`src/rtl/pagerank_gather_scheduler.sv`:
```
// pagerank_gather_scheduler: iterates the gather accumulator and round-robin
// arbitrates scatter beats onto its single update port.
module pagerank_gather_scheduler #(
    parameter int NUM_THREADS    = 4,
    parameter int NODES_IN_GRAPH = 32,
    parameter int MAX_ITERATIONS = 16
) (
    input  logic                                   clock,
    input  logic                                   reset,
    input  logic                                   start,
    input  logic [NUM_THREADS-1:0]                 req_valid,
    input  logic [NUM_THREADS*64-1:0]              req_page_rank,
    input  logic [NUM_THREADS*32-1:0]              req_dest_id,
    output logic [NUM_THREADS-1:0]                 req_ready,
    input  logic [NUM_THREADS-1:0]                 thread_scatter_done,
    input  logic                                   gather_operation_complete,
    output logic                                   pagerank_enable,
    output logic                                   nextIteration,
    output logic                                   pagerank_ready,
    output logic [63:0]                            page_rank_scatter,
    output logic [31:0]                            dest_id,
    output logic                                   scatter_operation_complete,
    output logic [$clog2(MAX_ITERATIONS+1)-1:0]    iteration_count,
    output logic                                   busy,
    output logic                                   done,
    output logic                                   dest_error
);
    localparam int PW = NUM_THREADS > 1 ? $clog2(NUM_THREADS) : 1;
    localparam int CW = $clog2(MAX_ITERATIONS + 1);

    typedef enum logic [2:0] {S_IDLE, S_CLEAR, S_GATHER, S_FINISH, S_ADVANCE, S_DONE} state_e;

    state_e                 state_q, state_d;
    logic [PW-1:0]          ptr_q, ptr_d;
    logic [NUM_THREADS-1:0] mask_q, mask_d;
    logic [CW-1:0]          iter_q, iter_d;
    logic                   err_q, err_d;
    logic                   prv_q, prv_d;
    logic [63:0]            prs_q, prs_d;
    logic [31:0]            dst_q, dst_d;

    logic [PW-1:0]          sel, idx;
    logic                   found, accept, in_range;
    logic [63:0]            sel_prs;
    logic [31:0]            sel_dst;

    // Search starts one past the last granted thread so every requester gets a turn.
    always_comb begin
        sel   = ptr_q;
        idx   = '0;
        found = 1'b0;
        for (int k = 1; k <= NUM_THREADS; k++) begin
            idx = PW'((int'(ptr_q) + k) % NUM_THREADS);
            if (!found && req_valid[idx]) begin
                found = 1'b1;
                sel   = idx;
            end
        end
    end

    assign accept    = (state_q == S_GATHER) && found;
    assign req_ready = {{(NUM_THREADS-1){1'b0}}, accept} << sel;
    assign sel_prs   = req_page_rank[64*sel +: 64];
    assign sel_dst   = req_dest_id[32*sel +: 32];
    assign in_range  = sel_dst < 32'(NODES_IN_GRAPH);

    always_comb begin
        state_d = state_q;
        ptr_d   = ptr_q;
        mask_d  = mask_q;
        iter_d  = iter_q;
        err_d   = err_q;
        prv_d   = 1'b0;
        prs_d   = prs_q;
        dst_d   = dst_q;
        case (state_q)
            S_IDLE: if (start) begin
                iter_d  = '0;
                err_d   = 1'b0;
                state_d = S_CLEAR;
            end
            S_CLEAR: begin
                mask_d  = '0;
                state_d = S_GATHER;
            end
            S_GATHER: begin
                mask_d = mask_q | thread_scatter_done;
                if (accept) begin
                    ptr_d = sel;
                    if (in_range) begin
                        prv_d = 1'b1;
                        prs_d = sel_prs;
                        dst_d = sel_dst;
                    end else begin
                        err_d = 1'b1;
                    end
                end
                if (&mask_d && !(|req_valid)) state_d = S_FINISH;
            end
            S_FINISH: if (gather_operation_complete) state_d = S_ADVANCE;
            S_ADVANCE: begin
                iter_d  = iter_q + 1'b1;
                state_d = (iter_d == CW'(MAX_ITERATIONS)) ? S_DONE : S_CLEAR;
            end
            S_DONE: state_d = S_IDLE;
            default: state_d = S_IDLE;
        endcase
    end

    always_ff @(posedge clock) begin
        if (reset) begin
            state_q <= S_IDLE;
            ptr_q   <= '0;
            mask_q  <= '0;
            iter_q  <= '0;
            err_q   <= 1'b0;
            prv_q   <= 1'b0;
            prs_q   <= '0;
            dst_q   <= '0;
        end else begin
            state_q <= state_d;
            ptr_q   <= ptr_d;
            mask_q  <= mask_d;
            iter_q  <= iter_d;
            err_q   <= err_d;
            prv_q   <= prv_d;
            prs_q   <= prs_d;
            dst_q   <= dst_d;
        end
    end

    assign busy                       = state_q != S_IDLE;
    assign pagerank_enable            = busy;
    assign nextIteration              = state_q == S_CLEAR;
    assign scatter_operation_complete = state_q == S_FINISH;
    assign done                       = state_q == S_DONE;
    assign pagerank_ready             = prv_q;
    assign page_rank_scatter          = prs_q;
    assign dest_id                    = dst_q;
    assign iteration_count            = iter_q;
    assign dest_error                 = err_q;
endmodule

```
`config.mk`:
```
export PLATFORM = sky130hd
export DESIGN_NAME = pagerank_gather_scheduler
export DESIGN_NICKNAME = d
export VERILOG_FILES = /design/src/rtl/pagerank_gather_scheduler.sv
export SDC_FILE = /design/constraint.sdc
export NUM_CORES = 1
export LEC_CHECK = 0
export BUFFER_PORTS_ARGS = -buffer_cell sky130_fd_sc_hd__buf_2
export CORE_AREA = 4 4 194 196
export CTS_BUF_LIST = sky130_fd_sc_hd__clkbuf_8 sky130_fd_sc_hd__clkbuf_16
export DETAILED_ROUTE_END_ITERATION = 12
export DIE_AREA = 0 0 198 200
export GPL_TIMING_DRIVEN = 1
export PLACE_DENSITY = 0.44
export RECOVER_POWER = 50
export SLEW_MARGIN = 40
export SYNTH_ARGS = -nofsm -noshare
export SYNTH_HDL_FRONTEND = slang
export SYNTH_SLANG_ARGS = --single-unit
```
`constraint.sdc`:
```
create_clock -name clock -period 1.9 [get_ports clock]
set_input_delay 0.19 -clock clock [delete_from_list [all_inputs] [get_ports clock]]
set_output_delay 0.19 -clock clock [all_outputs]
set_load 0.02 [all_outputs]
```
# ---- After elaboration in Yosys (flattened, before gate mapping)
# Index checks and enable logic that the tools add are counted.
# Widths: inputs -> output; s select.
dict set report op_classes {
  add_sub_neg 5
  n_lt_le_gt_ge 5
  n_eq_ne 11
  shift 3
  mux 29
  bitwise_logic 3
  n_reduce_logical 22
}
# op count
set ops {}
lappend ops {{$shiftx 256x9->64} 1}
lappend ops {{$shiftx 128x8->32} 1}
lappend ops {{$lt 32x6->1 const B} 1}
lappend ops {{$pmux 3 s5} 1}
lappend ops {{$lt 2x3->1 const B} 4}
lappend ops {{$mux 1} 12}
lappend ops {{$mux 3} 4}
lappend ops {{$pmux 5 s2} 1}
lappend ops {{$bmux 1 s2} 4}
lappend ops {{$mux 2} 4}
lappend ops {{$ne 2x2->1 const B} 4}
lappend ops {{$pmux 4 s2} 1}
lappend ops {{$reduce_and 4->1} 2}
lappend ops {{$eq 3x2->1 const B} 2}
lappend ops {{$eq 3x3->1 const B} 2}
lappend ops {{$reduce_and 3->1} 2}
lappend ops {{$reduce_bool 2->1} 3}
lappend ops {{$add 5x1->5 const B} 1}
lappend ops {{$eq 5x5->1 const B} 1}
lappend ops {{$logic_and 1x1->1} 5}
lappend ops {{$mux 5} 1}
lappend ops {{$add 2x1->2 const B} 2}
lappend ops {{$add 2x2->2 const B} 2}
lappend ops {{$logic_not 1->1} 4}
lappend ops {{11 further kinds} 13}
dict set report word_totals {
  register_bits 112
  out_inout_bits 112
  elab_cells 86
}

# ---- Logic depth before layout (Yosys ltp)
dict set report logic_depth {
  word_depth 18
  mapped_depth 9
  depth_no_buf 6
}

# ---- Worst setup path before layout
# Ideal clock, no wire load.
dict set report synth_path {
  path_type {flip-flop to flip-flop}
  startpoint {reg ptr_q[0]}
  endpoint {reg prs_q[10] (netlist: page_rank_scatter[10])}
  t_arrival_ps 1954
  required_time_ps 1768
  setup_slack_ps -186
  stages_incl_launch_ff 9
  path_buffers 2
  synth_period_minus_slack_ps 2086
  path_cell_list {dfxtp_1 nand2b_1 o21ai_1 a221oi_2 buf_4 buf_6 mux4_2 o21ai_0 a21oi_1}
}
dict set report synth_between {
  elab_chain_cells 16
}
# element line
set synth_rtl {}
lappend synth_rtl {{start: declaration} 34} ;# logic [PW-1:0] ptr_q, ptr_d;
lappend synth_rtl {{start signal: assignment} 122} ;# ptr_q <= ptr_d;
lappend synth_rtl {{$add 2x1->2} 53} ;# idx = PW'((int'(ptr_q) + k) % NUM_THREADS);
lappend synth_rtl {{$bmux 1 s2} 54} ;# if (!found && req_valid[idx]) begin
lappend synth_rtl {{$mux 1 (implied by the code)} 54}
lappend synth_rtl {{$mux 1} 54}
lappend synth_rtl {{$logic_not 1->1} 54}
lappend synth_rtl {{$logic_and 1x1->1} 54}
lappend synth_rtl {{$mux 1} 54}
lappend synth_rtl {{$logic_not 1->1} 54}
lappend synth_rtl {{$logic_and 1x1->1} 54}
lappend synth_rtl {{$mux 1} 54}
lappend synth_rtl {{$logic_not 1->1} 54}
lappend synth_rtl {{$logic_and 1x1->1} 54}
lappend synth_rtl {{$mux 2} 54}
lappend synth_rtl {{$shiftx 128x8->32} 64} ;# assign sel_dst = req_dest_id[32*sel +: 32];
lappend synth_rtl {{$lt 32x6->1} 65} ;# assign in_range = sel_dst < 32'(NODES_IN_GRAPH);
lappend synth_rtl {{$reduce_and 3->1 (no line)} n/a}
lappend synth_rtl {{end signal: assignment} 127} ;# prs_q <= prs_d;
lappend synth_rtl {{end: declaration} 39} ;# logic [63:0] prs_q, prs_d;
# Parallel ways exist; a longest one is shown, timed or not. The select of a mux whose other input is x is not followed.
# A chain may end at the register's enable or synchronous reset.

# ---- Worst setup path in the final report
dict set report layout_path {
  startpoint {reg ptr_q[0]}
  endpoint {reg prs_q[58] (netlist: page_rank_scatter[58])}
}
# Same word-level chain as after synthesis.

==> results.tsv <==
stage	metric	value	unit
clock_network	cts_buffers	9	
global_route	grt_first_pass_wirelength	47510	um
setup_path	r2r_slack	-0.26	ns
power	ir_drop	0.0005098	V
clock_network	cts_hold_buf	0	
placement	routabilityCongestion	0.9107	
power	leakage	4.571	nW
global_route	grt_pass1_vias	7507	
setup_path	r2r-start	ptr_q[0]	
global_route	antenna_found_initial	3	
cells_and_area	regArea	2245	um2
cells_and_area	areaGrowthSynthToFinish	75.31	%
timing	setup_viol	100	
floorplan	dieArea	39600	um2
floorplan	rows	70	
timing	finalCritPeriodShare	1.137	
clock_network	cts_tree	yes	
detailed_routing	routedWlPerCell	20.75	um
power	power.density	642.2	nW/um2
setup_path	endpoint	page_rank_scatter[58]	
global_route	gr-total-overflow	0	
placement	portBuffers	507	
yosys	yosys.area.top_type	dfxtp_1	
floorplan	dieWidth	198	um
timing	slew_violations	0	
timing	worst_slew_pin_slew	0.6799	ns
timing	period_needed	2.160	ns
global_route	grtUsageTotal	0.1604	
timing	fmax	463.0	MHz
cells_and_area	multi_input_area	4070	um2
yosys	yosys_warnings	0	
cells_and_area	nNetsFinal	1568	
clock_network	htree_levels	3	
floorplan	start_util	0.1727	
setup_path	crit_fanout	8	
power	p_total	7.018	mW
global_route	grt_max_degree	87	
outcome	failed_checks	setup timing	
clock_network	clk_latency	0.37	ns
yosys	synth_top_area_frac	0.3597	
setup_path	crit_path_end_kind	register	
outcome	outcome	complete, but fails checks	
detailed_routing	first_pass_iters	4	
yosys	ys_seq_area_frac	0.3597	
setup_path	reg2reg_depth	10	
detailed_routing	drt_iter0_drc	344	
timing	hold_viol	0	
floorplan	ios	508	
detailed_routing	ant_nets	0	
setup_path	critPathRequiredTime	2.14	ns
timing	rsz0062_at_grt	true	
cells_and_area	layout-drive-gt1-share	0.5940	
clock_network	cts_root_buffer	clkbuf_16	
yosys	synthTopCellsByArea	dfxtp_1 36%, mux4_2 25%, a21oi_1 6.7%	
clock_network	clk_pin_slew_worst_paths	0.08	ns
timing	setup_ws	-0.2597	ns
placement	post-place-ws	-0.5398	ns
timing	fin_skew	0.007776	ns
yosys	avgSynthCellArea	9.974	um2
detailed_routing	wl	34120	um
timing	hold_ws	0.1763	ns
clock_network	cts_buffer_depth	2	
detailed_routing	dr_total_vias	7426	
yosys	synth_nets	1023	
cells_and_area	final_cell_mix	441 x buf_2, 110 x dfxtp_1, 81 x a21oi_1	
detailed_routing	viasPerCell	4.517	
yosys	ys_types	46	
clock_network	cts.sinks	112	
yosys	syn_area	6233	um2
floorplan	die_h	200	um
floorplan	core_area	36080	um2
yosys	syn_inst	625	
setup_path	start_kind	register	
setup_path	crit_type	register to register	
timing	setup_tns	-18.63	ns
flow_run	maxCapViolations	0	
setup_path	reg2reg_to	page_rank_scatter[58]	
detailed_routing	drcViolationCount	0	
setup_path	crit_arrival	2.39	ns
yosys	ys_ff_latch	112	
cells_and_area	nFillCells	3893	
worst_hold_path	hold_class	input pin to register	
placement	place_hpwl	25570	um
timing	maxSlewHeadroom	0.5419	
cells_and_area	layout_commonest_cell	buf_2	
setup_path	critPathLaunch	ptr_q[0]	
==> per-stage QoR <==
step | util | instance area, um2 | cells
floorplan | - | 6314 | 625
global placement | 0.2682 | 9677 | 1594
detailed placement | 0.2685 | 9689 | 1594
CTS | 0.2992 | 10800 | 1638
global route | 0.3028 | 10930 | 1644
finish | 0.3028 | 10930 | 1644
==> critical path, stage by stage, from the launching register on <==
cell	delay, ns
dfxtp_2	0.35
nand2b_4	0.15
o21ai_4	0.07
a221oi_4	0.27
buf_6	0.15
buf_6	0.09
buf_6	0.11
buf_16	0.15
mux4_2	0.54
o21ai_2	0.08
a21oi_1	0.07
==> registers in the layout, summed over array words and instances, names as in the netlist <==
register and flops:
dest_error 1, dest_id 32, iteration_count 5, mask_q 4, page_rank_scatter 64, pagerank_ready 1, ptr_q 2, state_q 3
==> routing by layer <==
layer	GRT usage	vias up	wire length, um
met5	0	-	16
met4	0.03111	4	286
met3	0.04213	21	2351
met2	0.2734	254	17300
met1	0.2072	3621	14160
li1	-	3526	-
==> repair_timing <==
item / CTS / global route
endpoints found under the hold margin: 0 / 0
cloned: 12 / 3
resized for setup: 80 / 34
endpoints found under the setup margin: 100 / 102
pin swaps: 30 / 19
setup buffers: 18 / 3
==> worst min-delay path by stage <==
stage / startpoint / slack [ns] / cells past startpoint / end
detailed placement: dest_id[18] / 0.44 / 1 / dest_id[18]
floorplan: start / 0.39 / 3 / dest_error
finish: gather_operation_complete / 0.18 / 4 / state_q[1]
global route: start / 0.17 / 4 / dest_error
CTS: gather_operation_complete / 0.15 / 4 / state_q[1]
global placement: dest_id[14] / 0.44 / 1 / dest_id[14]
==> synthesized netlist by cell type, drive strengths merged <==
| cell | number |
|---|---|
| a211o | 1 |
| a211oi | 2 |
| a21o | 1 |
| a21oi | 84 |
| a221o | 1 |
| a221oi | 1 |
| a22oi | 3 |
| a31oi | 1 |
| a32oi | 2 |
| and2 | 29 |
| and3 | 2 |
| buf | 20 |
| clkbuf | 41 |
| dfxtp | 112 |
| ha | 2 |
| inv | 3 |
| mux2i | 1 |
| mux4 | 69 |
| nand2 | 7 |
| nand2b | 4 |
| nand3 | 78 |
| nand3b | 1 |
| nand4 | 4 |
| nor2 | 24 |
| nor2b | 1 |
| nor3 | 11 |
| nor4 | 28 |
| nor4b | 1 |
| o211a | 3 |
| o211ai | 3 |
| o21ai | 75 |
| o22a | 1 |
| o22ai | 2 |
| o31ai | 1 |
| or2 | 1 |
| or3 | 3 |
| or4 | 2 |
==> cell type report <==
type / count / area share
Antenna cell: 1 / 0.0002290
Clock buffer: 9 / 0.02061
Clock inverter: 7 / 0.007099
Inverter: 3 / 0.001030
Multi-Input combinational cell: 450 / 0.3725
Sequential cell: 112 / 0.2054
Tap cell: 468 / 0.05358
Timing Repair Buffer: 594 / 0.3396
==> where the power goes <==
group / internal (mW) / leakage, nW / switching [mW]
Combinational: 1.48 / 3.52 / 1.11
Sequential: 2.38 / 0.904 / 0.0243
Clock: 1.04 / 0.152 / 0.985
==> cell families after synthesis <==
family                     Yosys count  share of synthesized area
and+or+nand+nor                    196                     0.1718
adders and majority gates            2                   0.004014
muxes                               70                     0.2509
AOI/OAI and AO/OA                  181                     0.1592
buffers and inverters               64                    0.05440
DFF                                112                     0.3597
Power figures use the tool's default switching activity.
